--- config.mk ---
export PLATFORM = sky130hd
export DESIGN_NAME = mod_mem_writer
export DESIGN_NICKNAME = d
export VERILOG_FILES = /design/src/rtl/mod_mem_writer.sv
export SDC_FILE = /design/constraint.sdc
export NUM_CORES = 1
export LEC_CHECK = 0
export CAP_MARGIN = 20
export CORE_MARGIN = 2
export CORE_UTILIZATION = 30
export DETAILED_ROUTE_END_ITERATION = 10
export PLACE_DENSITY = 0.59
export SYNTH_ARGS = -nofsm -noshare
export SYNTH_HDL_FRONTEND = slang
export SYNTH_SLANG_ARGS = --single-unit
--- constraint.sdc ---
create_clock -name CLK -period 3.7 [get_ports CLK]
set_input_delay 0.74 -clock CLK [delete_from_list [all_inputs] [get_ports CLK]]
set_output_delay 0.74 -clock CLK [all_outputs]
set_load 0.03 [all_outputs]
--- src/rtl/mod_mem_writer.sv ---
// Write-side front end of the modulation sample memory: buffers 16-bit bus words in a
// small FIFO and unpacks each into two consecutive 8-bit BRAM writes.
module mod_mem_writer #(
    parameter int FIFO_DEPTH = 4
) (
    input  logic        CLK,
    input  logic        RST,
    input  logic        BUS_EN,
    input  logic        BUS_WE,
    input  logic [13:0] BUS_ADDR,
    input  logic [15:0] BUS_DATA,
    input  logic        SEGMENT,
    input  logic        CLR_OVERFLOW,
    output logic        MEM_WE,
    output logic        MEM_SEGMENT,
    output logic [14:0] MEM_ADDR,
    output logic [7:0]  MEM_DATA,
    output logic        BUSY,
    output logic        OVERFLOW
);

    localparam int IDX_W = $clog2(FIFO_DEPTH);
    localparam int PTR_W = IDX_W + 1;

    typedef struct packed {
        logic        seg;
        logic [13:0] addr;
        logic [15:0] data;
    } entry_t;

    typedef enum logic [1:0] {IDLE, LO, HI} state_t;

    entry_t            fifo_mem [FIFO_DEPTH];
    logic [PTR_W-1:0]  wr_ptr_q, wr_ptr_d;
    logic [PTR_W-1:0]  rd_ptr_q, rd_ptr_d;
    logic              overflow_q;
    state_t            state_q;
    logic              mem_we_q, mem_seg_q, busy_q;
    logic [14:0]       mem_addr_q;
    logic [7:0]        mem_data_q, hi_q;

    logic   bus_write, empty, full, push, drop, pop, busy_d;
    entry_t head;

    assign bus_write = BUS_EN & BUS_WE;
    assign empty     = (wr_ptr_q == rd_ptr_q);
    assign full      = (wr_ptr_q[IDX_W] != rd_ptr_q[IDX_W]) &&
                       (wr_ptr_q[IDX_W-1:0] == rd_ptr_q[IDX_W-1:0]);
    assign push      = bus_write & ~full;
    assign drop      = bus_write & full;
    assign pop       = ~empty && (state_q == IDLE || state_q == HI);
    assign head      = fifo_mem[rd_ptr_q[IDX_W-1:0]];

    assign wr_ptr_d  = wr_ptr_q + PTR_W'(push);
    assign rd_ptr_d  = rd_ptr_q + PTR_W'(pop);
    // Busy next cycle if anything stays queued or the FSM will be in LO/HI.
    assign busy_d    = (wr_ptr_d != rd_ptr_d) || pop || (state_q == LO);

    // NOTE: FIFO storage has no reset; the pointers alone define which entries are valid.
    always_ff @(posedge CLK) begin
        if (push) begin
            fifo_mem[wr_ptr_q[IDX_W-1:0]] <= '{seg: SEGMENT, addr: BUS_ADDR, data: BUS_DATA};
        end
    end

    // NOTE: all state updates use non-blocking assignments so every register sees pre-edge values.
    always_ff @(posedge CLK) begin
        if (RST) begin
            wr_ptr_q   <= '0;
            rd_ptr_q   <= '0;
            overflow_q <= 1'b0;
        end else begin
            wr_ptr_q <= wr_ptr_d;
            rd_ptr_q <= rd_ptr_d;
            if (drop) begin
                overflow_q <= 1'b1;
            end else if (CLR_OVERFLOW) begin
                overflow_q <= 1'b0;
            end
        end
    end

    always_ff @(posedge CLK) begin
        if (RST) begin
            state_q    <= IDLE;
            mem_we_q   <= 1'b0;
            mem_seg_q  <= 1'b0;
            mem_addr_q <= '0;
            mem_data_q <= '0;
            hi_q       <= '0;
            busy_q     <= 1'b0;
        end else begin
            busy_q   <= busy_d;
            mem_we_q <= 1'b0;
            case (state_q)
                LO: begin
                    state_q       <= HI;
                    mem_we_q      <= 1'b1;
                    mem_addr_q[0] <= 1'b1;
                    mem_data_q    <= hi_q;
                end
                IDLE, HI: begin
                    if (pop) begin
                        state_q    <= LO;
                        mem_we_q   <= 1'b1;
                        mem_seg_q  <= head.seg;
                        mem_addr_q <= {head.addr, 1'b0};
                        mem_data_q <= head.data[7:0];
                        hi_q       <= head.data[15:8];
                    end else begin
                        state_q <= IDLE;
                    end
                end
                default: state_q <= IDLE;
            endcase
        end
    end

    assign MEM_WE      = mem_we_q;
    assign MEM_SEGMENT = mem_seg_q;
    assign MEM_ADDR    = mem_addr_q;
    assign MEM_DATA    = mem_data_q;
    assign BUSY        = busy_q;
    assign OVERFLOW    = overflow_q;

endmodule

==> After elaboration in Yosys (flattened, before gate mapping) <==
Memory sizes are Yosys's and may differ from the RTL's. A register that Yosys moved wholly into a read port is not among the register bits.
Index checks and enable logic that the tools add are counted.
{ "totals": {"mem_bits_ro": 0, "wordCells": 50, "output_inout_bits": 27, "register_bits": 43, "ramBits": 124, "latch_bits": 0, "mem_count": 1, "input_bits": 36} }
{ "memory_table": {"columns": ["name", "depth", "word_bits", "read_ports", "rd_clocked_by_memory_dff", "wr", "line", "source"], "rows": [
  ["fifo_mem", 4, 31, 1, 1, 1, "33", "entry_t fifo_mem [FIFO_DEPTH];"]
]} }
{ "op_classes": {"n_mux": 13, "addsub": 2, "bitwise": 5, "n_div": 0, "n_eq_ne": 7, "magnitude_cmp": 0, "mul": 0, "n_reduce_logical": 11, "n_shift": 0} }
{ "op_table": {"columns": ["op", "count"], "rows": [
  ["8-bit one-hot mux with 2 select lines", 1],
  ["8-bit two-way mux", 1],
  ["1-bit two-way mux", 7],
  ["3-bit by 1-bit adder with 3-bit output", 2],
  ["1-bit one-hot mux with 2 select lines", 2],
  ["2-bit one-hot mux with 2 select lines", 1],
  ["2-bit AND reduction", 2],
  ["2-bit nonzero test", 2],
  ["1-bit AND", 3],
  ["3-bit == test", 1],
  ["1-bit logical OR", 3],
  ["3-bit inequality test", 1],
  ["2-bit by 1-bit == test with 1-bit output (second input constant)", 1],
  ["2-bit == test", 1],
  ["2-bit == test (second input constant)", 1],
  ["1-bit logical AND", 2],
  ["2-bit logical NOT", 1],
  ["2-bit two-way mux", 1],
  ["2-bit inequality test (second input constant)", 1],
  ["1-bit inverter", 2],
  ["2-bit OR reduction", 1],
  ["1-bit inequality test", 1]
]} }

==> Depth between registers and ports, before layout <==
Gate-level depths: netlist (run 1).
{ "logic_depth": {"ltp_word": 8, "ltp_mapped": 11, "ltp_nobuf": 9} }

==> Worst setup path before layout (run 1) <==
Ideal clock, no wire load.
{ "synth_timing": {"kind": "in2reg", "from": "input BUS_EN", "to": "memory fifo_mem[2][0] (netlist name), enable pin", "setup_slack_ns": -0.097, "cell_stages": 3, "t_arrival_ns": 3.333, "setup_time_ns": 0.464, "required_time_ns": 3.236, "path_buffers": 0, "cell_sequence": "nand2_1 > o21bai_1 > nor3b_1"} }
{ "synth_via": {"elab_chain_cells": 4} }
{ "synth_rtl": {"columns": ["item", "line", "source"], "rows": [
  ["start: declaration", "8", "input logic BUS_EN,"],
  ["1-bit AND", "45", "assign bus_write = BUS_EN & BUS_WE;"],
  ["1-bit AND", "49", "assign push = bus_write & ~full;"],
  ["1-bit two-way mux", "61", "if (push) begin"],
  ["1-bit two-way mux (implied by the code)", "62", "fifo_mem[wr_ptr_q[IDX_W-1:0]] <= '{seg: SEGMENT, addr: BUS_ADDR, data: BUS_DATA};"],
  ["end: declaration", "33", null]
]} }
Every way passes these cells.

==> Worst setup path in the final report (run 1) <==
{ "layout_timing": {"from": "register wr_ptr_q[1]", "to": "register busy_q, in the netlist BUSY"} }
{ "layout_via": {"elab_chain_cells": 8, "word_cells_on_any_way": 12, "classes_between": "add/sub (2); eq/ne (3); bitwise (3); reduce/logical (4)"} }
{ "layout_rtl": {"columns": ["item", "line", "source"], "rows": [
  ["start: declaration", "34", "logic [PTR_W-1:0] wr_ptr_q, wr_ptr_d;"],
  ["start signal: assignment", "73", "wr_ptr_q <= wr_ptr_d;"],
  ["2-bit == test", "48", "(wr_ptr_q[IDX_W-1:0] == rd_ptr_q[IDX_W-1:0]);"],
  ["1-bit logical AND", "47", "assign full = (wr_ptr_q[IDX_W] != rd_ptr_q[IDX_W]) &&"],
  ["1-bit inverter", "49", null],
  ["1-bit AND", "49", null],
  ["3-bit by 1-bit adder with 3-bit output", "54", "assign wr_ptr_d = wr_ptr_q + PTR_W'(push);"],
  ["3-bit inequality test", "57", "assign busy_d = (wr_ptr_d != rd_ptr_d) || pop || (state_q == LO);"],
  ["1-bit logical OR * (2 in a row)", "57", null],
  ["end signal: assignment", "93", "busy_q <= busy_d;"],
  ["end: declaration", "38", "logic mem_we_q, mem_seg_q, busy_q;"]
]} }
Every way passes the cells marked *; elsewhere a longest branch is shown, timed or not.
A chain may end at the register's enable or synchronous reset.

==> results_dict.tcl, run 1 <==
set metrics [dict create \
    synth_cell_types 36 \
    r2r_cells 9 \
    synthCells 369 \
    cts_buffers 17 \
    critPathMaxFanout 6 \
    rsz0062_at_grt "no" \
    die_w_um 149.6 \
    wl_met1_mm 5.376 \
    finalSetupViolCount 0 \
    clk_pin_slew_ns 0.06 \
    cp.required_ns 3.97 \
    drive_above_1_share_pct 24.56 \
    worst-path-buf-inv 1 \
    tns_ns 0 \
    drt_iter0_drc 184 \
    grtUsageTotal_pct 11.68 \
    grt_pass1_wl_mm 19.38 \
    clk_path_buf_depth 2 \
    htreeDepth 4 \
    synth_common_cells "edfxtp_1, dfxtp_1, nand2_1, mux4_2" \
    netlist.area_leader.share_pct 58.54 \
    startpoint_type "flip-flop" \
    synth_fp_nets 409 \
    gr-total-overflow 0 \
    worstSkewPairLatency_ns 0.42 \
    min_path_type "reg -> reg" \
    fmax_ghz 0.4115 \
    syn_to_final_growth_pct 23.94 \
    synth_edf_count 124 \
    cts_tree "yes" \
    nets 479 \
    top_layer "met4" \
    status "finished clean" \
    synth_top_cell_by_area "edfxtp_1" \
    avgSynthCellArea_um2 17.24 \
    viasPerCell 4.527 \
    ant_nets 0 \
    die_h_um 149.6 \
    slowest_stage "dfxtp_1" \
    synth_ff_type "edfxtp_1" \
    holdWs_ns 0.4553 \
    whs_endpoint "MEM_ADDR[7]$_SDFFE_PP0P_" \
    whs_path_depth 2 \
    antenna_cells 0 \
    numPortBuffers 62 \
    cts-resized-gates 0 \
    ys_ff_latch 167 \
    critPathKind "reg -> reg" \
    powerDensity_nw_per_um2 744.7 \
    async_flop_share_pct 0 \
    initial_utilization_pct 30.45 \
    clock_sink_count 167 \
    core_area_um2 20890 \
    fin_skew_ns 0.009152 \
    finalHoldViolations 0 \
    r2r_slack_ns 1.27 \
    r2r-end "BUSY$_SDFF_PP0_" \
    grt_max_degree 41 \
    antenna_found_initial 0 \
    maxCapViolCount 0 \
    cp_top_family "compound AO/OA/AOI/OAI gates" \
    fin_crit_ns 2.430 \
    p_leak_nw 2.589 \
    worst_pin_slew_ns 0.8667 \
    endpoint_kind "flip-flop" \
    clockRootBuffer "clkbuf_16" \
    yosysMostFrequentCell "edfxtp_1" \
    wl_per_cell_um 16.74 \
    grt_pass1_vias 3571 \
    fp-row-count 53 \
    yosysWarnings 0 \
    ctsHoldBuffers 0 \
    crit_arrival_ns 2.70 \
    ys_seq_area_share_pct 72.07 \
    wl_met2_mm 6.148 \
    wl_met3_um 453 \
    post-dp-hpwl_mm 7.650 \
    place_congestion 0.7296 \
    worstHoldStart "MEM_ADDR[7]$_SDFFE_PP0P_" \
    routed_wl_mm 12.17 \
    worst_slack_ns 1.270 \
    drt_first_pass_iters 5 \
    relSlewSlack_pct 42.22 \
    drc_errors 0 \
    die_area_um2 22380 \
    regToRegStartpoint "wr_ptr_q[1]$_SDFF_PP0_" \
    via_count 3291 \
    irDropWorstVdd_v 0.0002907 \
    syn_area_um2 6361 \
    dp_slack_ns 0.8584 \
    drv_slew 0 \
    period_share_pct 65.68 \
    path_cells "xnor2_2, nand2_1, o21bai_1, inv_2, ha_1, ha_1, xnor2_1, xnor2_1, a41oi_1" \
    boundaryPins 63 \
    fillers 1945 \
    critPathMaxStageDelay_ns 0.53 \
    postCtsSetupBuffers 0 \
    ys_top_cells_by_area "edfxtp_1, dfxtp_1, mux4_2" \
]
==> worst max-delay path by stage <==
stage,start,endpoint,cells past startpoint
6_report,wr_ptr_q[1]$_SDFF_PP0_,BUSY$_SDFF_PP0_,9
5_1_grt,wr_ptr_q[1]$_SDFF_PP0_,BUSY$_SDFF_PP0_,9
4_1_cts,rd_ptr_q[2]$_SDFF_PP0_,BUSY$_SDFF_PP0_,8
3_5_place_dp,BUS_WE,fifo_mem[3][28]$_DFFE_PP_,5
3_3_place_gp,BUS_EN,fifo_mem[3][25]$_DFFE_PP_,5
2_1_floorplan,BUS_EN,fifo_mem[0][0]$_DFFE_PP_,3
==> worst register-to-register path, delay by kind of cell, from the launching register on <==
kind | cells | cell delay [ns]
AOI/OAI and AO/OA | 2 | 0.57
adders and majority gates | 2 | 0.41
buffers and inverters | 1 | 0.08
xor gates and xnor gates | 3 | 0.54
DFF | 1 | 0.53
and+or+nand+nor | 1 | 0.14
==> cell families after synthesis <==
logic type,after synthesis,share of synthesized area [%]
flops,167,72.07
mux,39,10.66
xor+xnor,10,1.613
compound gates,56,6.904
fa+ha+maj,4,0.7868
simple gates,71,5.488
buf+inv,22,2.478
==> report_power, final <==
part | switching (mW) | leakage [nW] | internal (mW)
clock network | 0.672 | 0.309 | 1.09
registers | 0.108 | 1.48 | 2.22
logic | 1.02 | 0.801 | 0.761
total | 1.80 | 2.59 | 4.07
==> layout make-up <==
| cell class | instances | area [um2] | share of cell area, % |
|---|---|---|---|
| Inverter | 2 | 12.51 | 0.1587 |
| Tap cell | 275 | 344.1 | 4.364 |
| Multi-Input combinational cell | 180 | 1644 | 20.85 |
| Clock buffer | 27 | 589.3 | 7.475 |
| Timing Repair Buffer | 71 | 683.2 | 8.665 |
| Clock inverter | 5 | 25.02 | 0.3174 |
| Sequential cell | 167 | 4586 | 58.17 |
==> cell usage in the layout (no fill, tap or decap), drive strengths merged, types with 6 or more instances in the layout <==
master / instances
nor2: 7
clkinv: 6
mux4: 23
a22o: 8
clkdlybuf4s50: 61
edfxtp: 124
nand2: 50
a21o: 8
buf: 10
o22ai: 9
dfxtp: 43
a21oi: 26
mux2i: 16
clkbuf: 27
xnor2: 9
==> sequential cells by signal, indices dropped and copies added (netlist names) <==
register	count
BUSY	1
wr_ptr_q	3
hi_q	8
MEM_WE	1
state_q	2
MEM_SEGMENT	1
MEM_ADDR	15
rd_ptr_q	3
MEM_DATA	8
fifo_mem	124
OVERFLOW	1
==> through the flow <==
step / cells / power, mW / cell area, um2 / utilization (%)
2_1_floorplan: 369 / 3.742 / 6366 / -
3_3_place_gp: 695 / 4.173 / 7269 / 34.80
3_5_place_dp: 695 / 4.189 / 7269 / 34.80
4_1_cts: 727 / 5.964 / 7884 / 37.74
5_1_grt: 727 / 6.166 / 7884 / 37.74
6_report: 727 / 5.871 / 7884 / 37.74
==> routing by layer <==
metal | global-route usage, % | vias up
li1 | - | 1540
met1 | 14.48 | 1678
met2 | 19.56 | 57
met3 | 3.323 | 16
met4 | 4.095 | 0
met5 | 0 | -
Note: power is estimated with default switching activity, not from simulation.
==> run 2, diff against run 1 <==
Clock period 3.7 ns to 2.1 ns, I/O delays scaled along.
==> run 2 against run 1 <==
- die area did not move
- via count rose by 1.7%
- core utilization increased by 0.69 points
- fmax increased by 27%
- final area up 1.8%
- critical path depth unchanged
- non-clock buffer count rose by 10
- clock skew fell by 0.00077 ns
- clock power grew 74%
- largest cell class unchanged
- highest routed layer unchanged
==> results_dict.tcl, run 2 (same netlist as run 1, synthesis figures left out) <==
set metrics [dict create \
    status "finished clean" \
    comb_power_share_pct 31.3 \
    worst_pin_slew_ns 0.5167 \
    path_cells "xnor2_2, nand2_2, o21bai_4, inv_2, ha_1, ha_1, xnor2_1, xnor2_1, a41oi_1" \
    dp_slack_ns -0.02488 \
    antenna_cells 0 \
    die_area_um2 22380 \
    drive_above_1_share_pct 27.92 \
    post-dp-hpwl_mm 8.044 \
    endpoint_kind "flip-flop" \
    holdWs_ns 0.4545 \
    htreeDepth 4 \
    fp-row-count 53 \
    finalSetupViolCount 0 \
    clockRootBuffer "clkbuf_16" \
    grtUsageTotal_pct 12.19 \
    p_int_mw 7.094 \
    cts-resized-gates 0 \
    ant_nets 0 \
    grt_pass1_wl_mm 20.04 \
    grt_pass1_vias 3565 \
    final_cell_mix "edfxtp_1, clkdlybuf4s50_1, dfxtp_1" \
    maxCapViolCount 0 \
    stdcell_area_um2 8028 \
    ctsHoldBuffers 0 \
    worstSkewPairLatency_ns 0.42 \
    critPathMaxStageDelay_ns 0.35 \
    dpl_cell_area_um2 7437 \
    clock_sink_count 167 \
    syn_to_final_growth_pct 26.20 \
    critPathMaxFanout 4 \
    min_path_type "in -> reg" \
    fin_util_pct 38.43 \
    gr-total-overflow 0 \
    clk_path_buf_depth 2 \
    relSlewSlack_pct 65.45 \
    drc_errors 0 \
    place_congestion 0.7232 \
    finalHoldViolations 0 \
    drt_iter0_drc 247 \
    core_area_um2 20890 \
    pwr-share-seq_pct 39.3 \
    clk_pin_slew_ns 0.06 \
    drt_first_pass_iters 4 \
    cp_top_family "XOR/XNOR gates" \
    worst-path-buf-inv 1 \
    worstHoldStart "RST" \
    critPathKind "reg -> reg" \
    irDropWorstVdd_v 0.0006150 \
    cts_buffers 17 \
    layout_commonest_cell "edfxtp_1" \
    tns_ns 0 \
    swShare_pct 31.90 \
    wl_per_cell_um 17.25 \
    rsz0062_at_grt "no" \
    period_share_pct 91.05 \
    slowest_stage "dfxtp_2" \
    critPathLaunch "rd_ptr_q[0]$_SDFF_PP0_" \
    boundaryPins 63 \
    via_count 3347 \
    die_w_um 149.6 \
    worst_slack_ns 0.1879 \
    routed_wl_mm 12.71 \
    cts_tree "yes" \
    grt_max_degree 41 \
    switching_power_mw 3.323 \
    initial_utilization_pct 30.45 \
    p_leak_nw 2.642 \
    startpoint_type "flip-flop" \
    cp.required_ns 2.39 \
    die_h_um 149.6 \
    antenna_found_initial 0 \
    fmax_ghz 0.5230 \
    nets 489 \
    numPortBuffers 62 \
    largest_reg_flops 124 \
    drv_slew 0 \
    crit_arrival_ns 2.20 \
    fin_crit_ns 1.912 \
    viasPerCell 4.541 \
    fin_skew_ns 0.008383 \
    powerDensity_nw_per_um2 1298 \
    clock_power_share_pct 29.3 \
    regToRegStartpoint "rd_ptr_q[0]$_SDFF_PP0_" \
    postCtsSetupBuffers 0 \
]
-- run 2: metrics by stage --
| stage | total power, mW | cells |
|---|---|---|
| floorplan | 6.613 | 369 |
| detailed placement | 7.501 | 705 |
| CTS | 10.59 | 737 |
| global route | 10.95 | 737 |
| finish | 10.42 | 737 |
| global placement | 7.468 | 705 |
-- run 2: worst paths after layout --
path,cells past startpoint,slack [ns],endpoint
worst min register to register,2,0.46,MEM_ADDR[5]$_SDFFE_PP0P_
worst min-delay path,3,0.45,MEM_ADDR[8]$_SDFFE_PP0P_
worst max-delay path,9,0.19,BUSY$_SDFF_PP0_
worst max register to register,9,0.19,BUSY$_SDFF_PP0_
-- run 2: worst min-delay path, delay by kind of cell --
family,cells,cell delay (ns)
AOI/OAI and AO/OA,1,0.04
buffers and inverters,2,0.36
-- run 2: final cells by class --
| cell class | count | area (um2) |
|---|---|---|
| Clock buffer | 19 | 475.5 |
| Clock inverter | 13 | 115.1 |
| Fill cell | 1951 | 12860 |
| Inverter | 2 | 12.51 |
| Multi-Input combinational cell | 180 | 1672 |
| Sequential cell | 167 | 4588 |
| Tap cell | 275 | 344.1 |
| Timing Repair Buffer | 81 | 820.8 |
-- run 2: routing by layer --
metal  vias to the layer above  share of wire [%]  track usage, %
li1                       1570                  -               -
met1                      1707                 42           14.52
met2                        53                 51           20.46
met3                        17                4.8           3.872
met4                         0                1.4           5.000
met5                         -                  0               0
-- run 2: power groups by stage --
| stage | Combinational [mW] | Clock [mW] | Sequential, mW |
|---|---|---|---|
| after floorplan | 2.08 | 0 | 4.53 |
| after global placement | 3.31 | 0 | 4.16 |
| after detailed placement | 3.33 | 0 | 4.17 |
| after CTS | 3.34 | 3.14 | 4.10 |
| after global routing | 3.53 | 3.27 | 4.14 |
| final | 3.26 | 3.06 | 4.10 |
==> variant 1: new RTL, settings of run 2 <==
Set the parameter `FIFO_DEPTH` to 2 (it was 4).
--- a/src/rtl/mod_mem_writer.sv
+++ b/src/rtl/mod_mem_writer.sv
@@ -3,3 +3,3 @@
 module mod_mem_writer #(
-    parameter int FIFO_DEPTH = 4
+    parameter int FIFO_DEPTH = 2
 ) (
Check against the original RTL: not equivalent (a bounded check fails within 10 cycles, from zero or initial values and one cycle with RST high).
==> variant 1 against run 2 <==
Area after synthesis is 38% lower; critical path type unchanged; power is 36% lower; sequential power is 35% lower; wire length is 43% lower; critical endpoint is now fifo_mem[0][9]; sequential cell count is 64 lower; fmax is 5.9% higher; final cell count is 32% lower; hold slack better by 0.0081 ns; clock power is 45% lower; via count is 34% lower; setup slack better by 0.11 ns; largest power group unchanged; design area is 37% lower.
==> variant 1: results (changes against run 2) <==
Status = finished clean
Register area share after synthesis = 68.4% (-3.6 points)
Crit path DAT = 1.84 ns (-0.36 ns)
HP Start = MEM_ADDR[0]
Post-synth top cells = 62 x edfxtp_1, 41 x dfxtp_1, 41 x mux2i_1, 36 x nor2_1, 24 x a211oi_2
Syn_nets = 300 (-27%)
First-pass GRT wire length = 11700 um (-41%)
Peak fanout along the critical path = 31 (+27)
Metal2 WL = 3710 um (-43%)
Worst setup startpoint = wr_ptr_q[0]
Sw frac = 32.8% (+0.93 points)
Critical-path top delay cell = dfxtp_1
Net load switching power = 2200 uW (-34%)
Wire per inst = 14.3 um (-17%)
Total track usage = 10.9% (-1.3 points)
Main area contributors after synthesis = edfxtp_1 47%, dfxtp_1 21%, mux2i_1 10%, a211oi_2 7.7%, nor2_1 3.4%
Kind of cell adding the most delay to the critical path = flip-flops
Slowest stage delay, CP = 0.49 ns (+0.14 ns)
Max reg flops = 62 (-50%)
H-tree levels = 3 (-1)
Hold path cells = 2 (-1)
HP Class = flop to flop
GR met2 Demand/Resource = 19.0% (-1.4 points)
Synth unique cells = 30 (-17%)
Worst hold slack = 0.463 ns (+0.00813 ns)
Power Combinational = 2360 uW (-28%)
Met1 usage = 12.4% (-2.1 points)
Layout Skew = 0.00390 ns (-0.00449 ns)
Iteration-0 DRC count of the detailed router = 126 (-49%)
Vias in the first global route = 2342 (-34%)
Largest net degree at the start of global routing = 35 (-15%)
Worst skew pair latency = 0.34 ns (-0.08 ns)
Met3 usage = 3.62% (-0.25 points)
Pre-CTS setup slack = 0.225 ns (+0.250 ns)
FF-to-FF path depth = 4 (-5)
Hold EP = MEM_ADDR[0]
Fill cells = 1198 (-39%)
Post-synth EDFFs = 62 (-50%)
variant 1: cell types whose count changed after synthesis, moves of 19 or more:
cell / run 2 / this run
edfxtp_1: 124 / 62
nor2_1: 7 / 36
mux2i_1: 16 / 41
a211oi_2: 0 / 24
mux4_2: 23 / 0
nand2_1: 31 / 11
a21oi_2: 19 / 0
nand2_2: 19 / 0
variant 1: cell type report:
cell class	count	area share, %
well taps	172	4.25
flip-flops and latches	103	52.9
multi-input cells	141	22.3
repair buffers	69	14.2
clock buffers	11	5.01
clock inverters	5	1.09
inverters	3	0.222
variant 1: through the flow:
stage | instance area (um^2) | cells
global placement | 4760 | 488
floorplan | 3930 | 263
finish | 5070 | 504
detailed placement | 4760 | 488
CTS | 5070 | 504
global route | 5070 | 504
variant 1: cells by family after synthesis:
group / count (synthesis) / share of synthesized area (%)
mux: 41 / 10.5
simple gates: 57 / 6.16
buf+inv: 19 / 3.19
xor+xnor: 4 / 1.09
compound gates: 38 / 10.3
fa+ha+maj: 1 / 0.319
flops: 103 / 68.4
==> variant 2: new RTL, settings of run 2 <==
Without the edit above. Put one more register stage on the output `MEM_SEGMENT`, cleared by the reset. The value now appears one clock later. The other outputs are not delayed to match.
--- a/src/rtl/mod_mem_writer.sv
+++ b/src/rtl/mod_mem_writer.sv
@@ -119,3 +119,9 @@
     assign MEM_WE      = mem_we_q;
-    assign MEM_SEGMENT = mem_seg_q;
+    always_ff @(posedge CLK) begin
+        if (RST) begin
+            MEM_SEGMENT <= '0;
+        end else begin
+            MEM_SEGMENT <= mem_seg_q;
+        end
+    end
     assign MEM_ADDR    = mem_addr_q;
Behaviour: not the same (a bounded check fails within 4 cycles, from zero or initial values and one cycle with RST high).
==> variant 2 against run 2 <==
Final cell count grew 0.27%; setup slack lost 0.049 ns; design area rose by 0.44%; die area up 0.40%; core utilization barely moved; sequential cell count increased by 1; area after synthesis rose by 0.41%; wire length down 2.9%; power about the same; via count down 0.66%; non-clock buffer count unchanged; critical endpoint unchanged.
==> variant 2: results (changes against run 2) <==
Status = finished clean
Vias in the first global route = 3503 (-1.7%)
Clock buffer count from CTS = 17 (unchanged)
Final Cell Area = 8060 um^2 (+0.44%)
First drt pass iteration count = 4 (unchanged)
Yosys synthesis warning count = 0 (unchanged)
Post-DP HPWL = 7770 um (-3.4%)
Metal2 WL = 6260 um (-4.2%)
Setup bufs post-CTS = 0 (unchanged)
Placed Area = 7480 um^2 (+0.52%)
Slew @ Worst Pin = 0.477 ns (-0.0398 ns)
Met1 wire length = 5410 um (+0.41%)
Fill cells = 1957 (+0.31%)
Post-Place Cells = 707 (+0.28%)
HP Class = input port to flop
Antenna violations before repair = 0 (unchanged)
Syn Inst Count = 371 (+0.54%)
Layout Skew = 0.0104 ns (+0.00198 ns)
Post-layout nets = 491 (+0.41%)
Pleak = 0.00264 uW (-0.21%)
Synth unique cells = 36 (unchanged)
H-tree levels = 4 (unchanged)
Crit path DAT = 2.25 ns (+0.05 ns)
Largest net degree at the start of global routing = 41 (unchanged)
CTS max path bufs = 2 (unchanged)
Via count = 3325 (-0.66%)
Syn_nets = 411 (+0.49%)
Pre-CTS setup slack = -0.0247 ns (+0.000129 ns)
Max VDD drop = 0.530 mV (-14%)
Iteration-0 DRC count of the detailed router = 134 (-46%)
Final GP Congestion = 0.723 (about the same)
Metal3 WL = 558 um (-9.1%)
Highest metal used = met4
First-pass GRT wire length = 19400 um (-3.1%)
Worst skew pair latency = 0.42 ns (about the same)
Main area contributors after synthesis = edfxtp_1 58%, dfxtp_1 14%, mux4_2 8.1%, a21oi_2 2.6%, mux2i_1 2.5%
Final WL = 12300 um (-2.9%)
Layout cells sized above 1 = 27.6% (-0.34 points)
Total track usage = 11.7% (-0.50 points)
Root Driver = clkbuf_16
Post-synth ARST share = 0% (unchanged)
Wire per inst = 16.7 um (-3.1%)
Port Buffers = 62 (unchanged)
Post-synth top cells = 124 x edfxtp_1, 44 x dfxtp_1, 31 x nand2_1, 23 x mux4_2
Antenna diodes = 0 (unchanged)
Post-synth EDFFs = 124 (unchanged)
Max reg flops = 124 (unchanged)
Register area share after synthesis = 72.1% (about the same)
Peak fanout along the critical path = 4 (unchanged)
-- variant 2: logic make-up (layout without fill, tap and decap cells) --
kind of cell | Yosys count | after routing | share of synthesized area [%]
flops | 168 | 168 | 72.1
simple gates | 72 | 72 | 5.56
compound gates | 56 | 56 | 6.88
mux | 39 | 39 | 10.6
buf+inv | 22 | 115 | 2.47
xor+xnor | 10 | 10 | 1.61
fa+ha+maj | 4 | 4 | 0.784
-- variant 2: path summary, 6_finish.rpt --
path / startpoint / end / slack (ns) / depth (start not counted)
max: rd_ptr_q[1] / BUSY / 0.14 / 9
min: RST / hi_q[4] / 0.36 / 2
max reg2reg: rd_ptr_q[1] / BUSY / 0.14 / 9
min reg2reg: MEM_ADDR[6] / MEM_ADDR[6] / 0.45 / 2
-- variant 2: final cells by class --
type	count	share of cell area, %
flip-flops and latches	168	57.2
multi-input cells	181	20.9
clock buffers	17	5.28
inverters	2	0.155
clock inverters	15	1.86
repair buffers	81	10.3
well taps	275	4.27
-- variant 2: timing repair --
action,CTS,global route
resized for setup,0,1
hold endpoints to repair,0,0
endpoints found under the setup margin,0,1
-- variant 2: layer usage --
layer,track usage [%],vias up
li1,-,1576
met1,14.0,1678
met2,19.6,63
met3,4.21,8
met4,3.82,0
met5,0,-
-- variant 2: power breakdown --
group,switching [uW],internal (uW)
logic,1840,1420
clock network,1270,1750
registers,205,3930
total,3320,7100
-- variant 2: critical path: stages, from the launching register on --
cell,delay (ns)
dfxtp_1,0.34
xnor2_2,0.24
nand2_2,0.14
o21bai_4,0.20
inv_2,0.06
ha_1,0.18
ha_1,0.21
xnor2_1,0.19
xnor2_1,0.15
a41oi_1,0.12
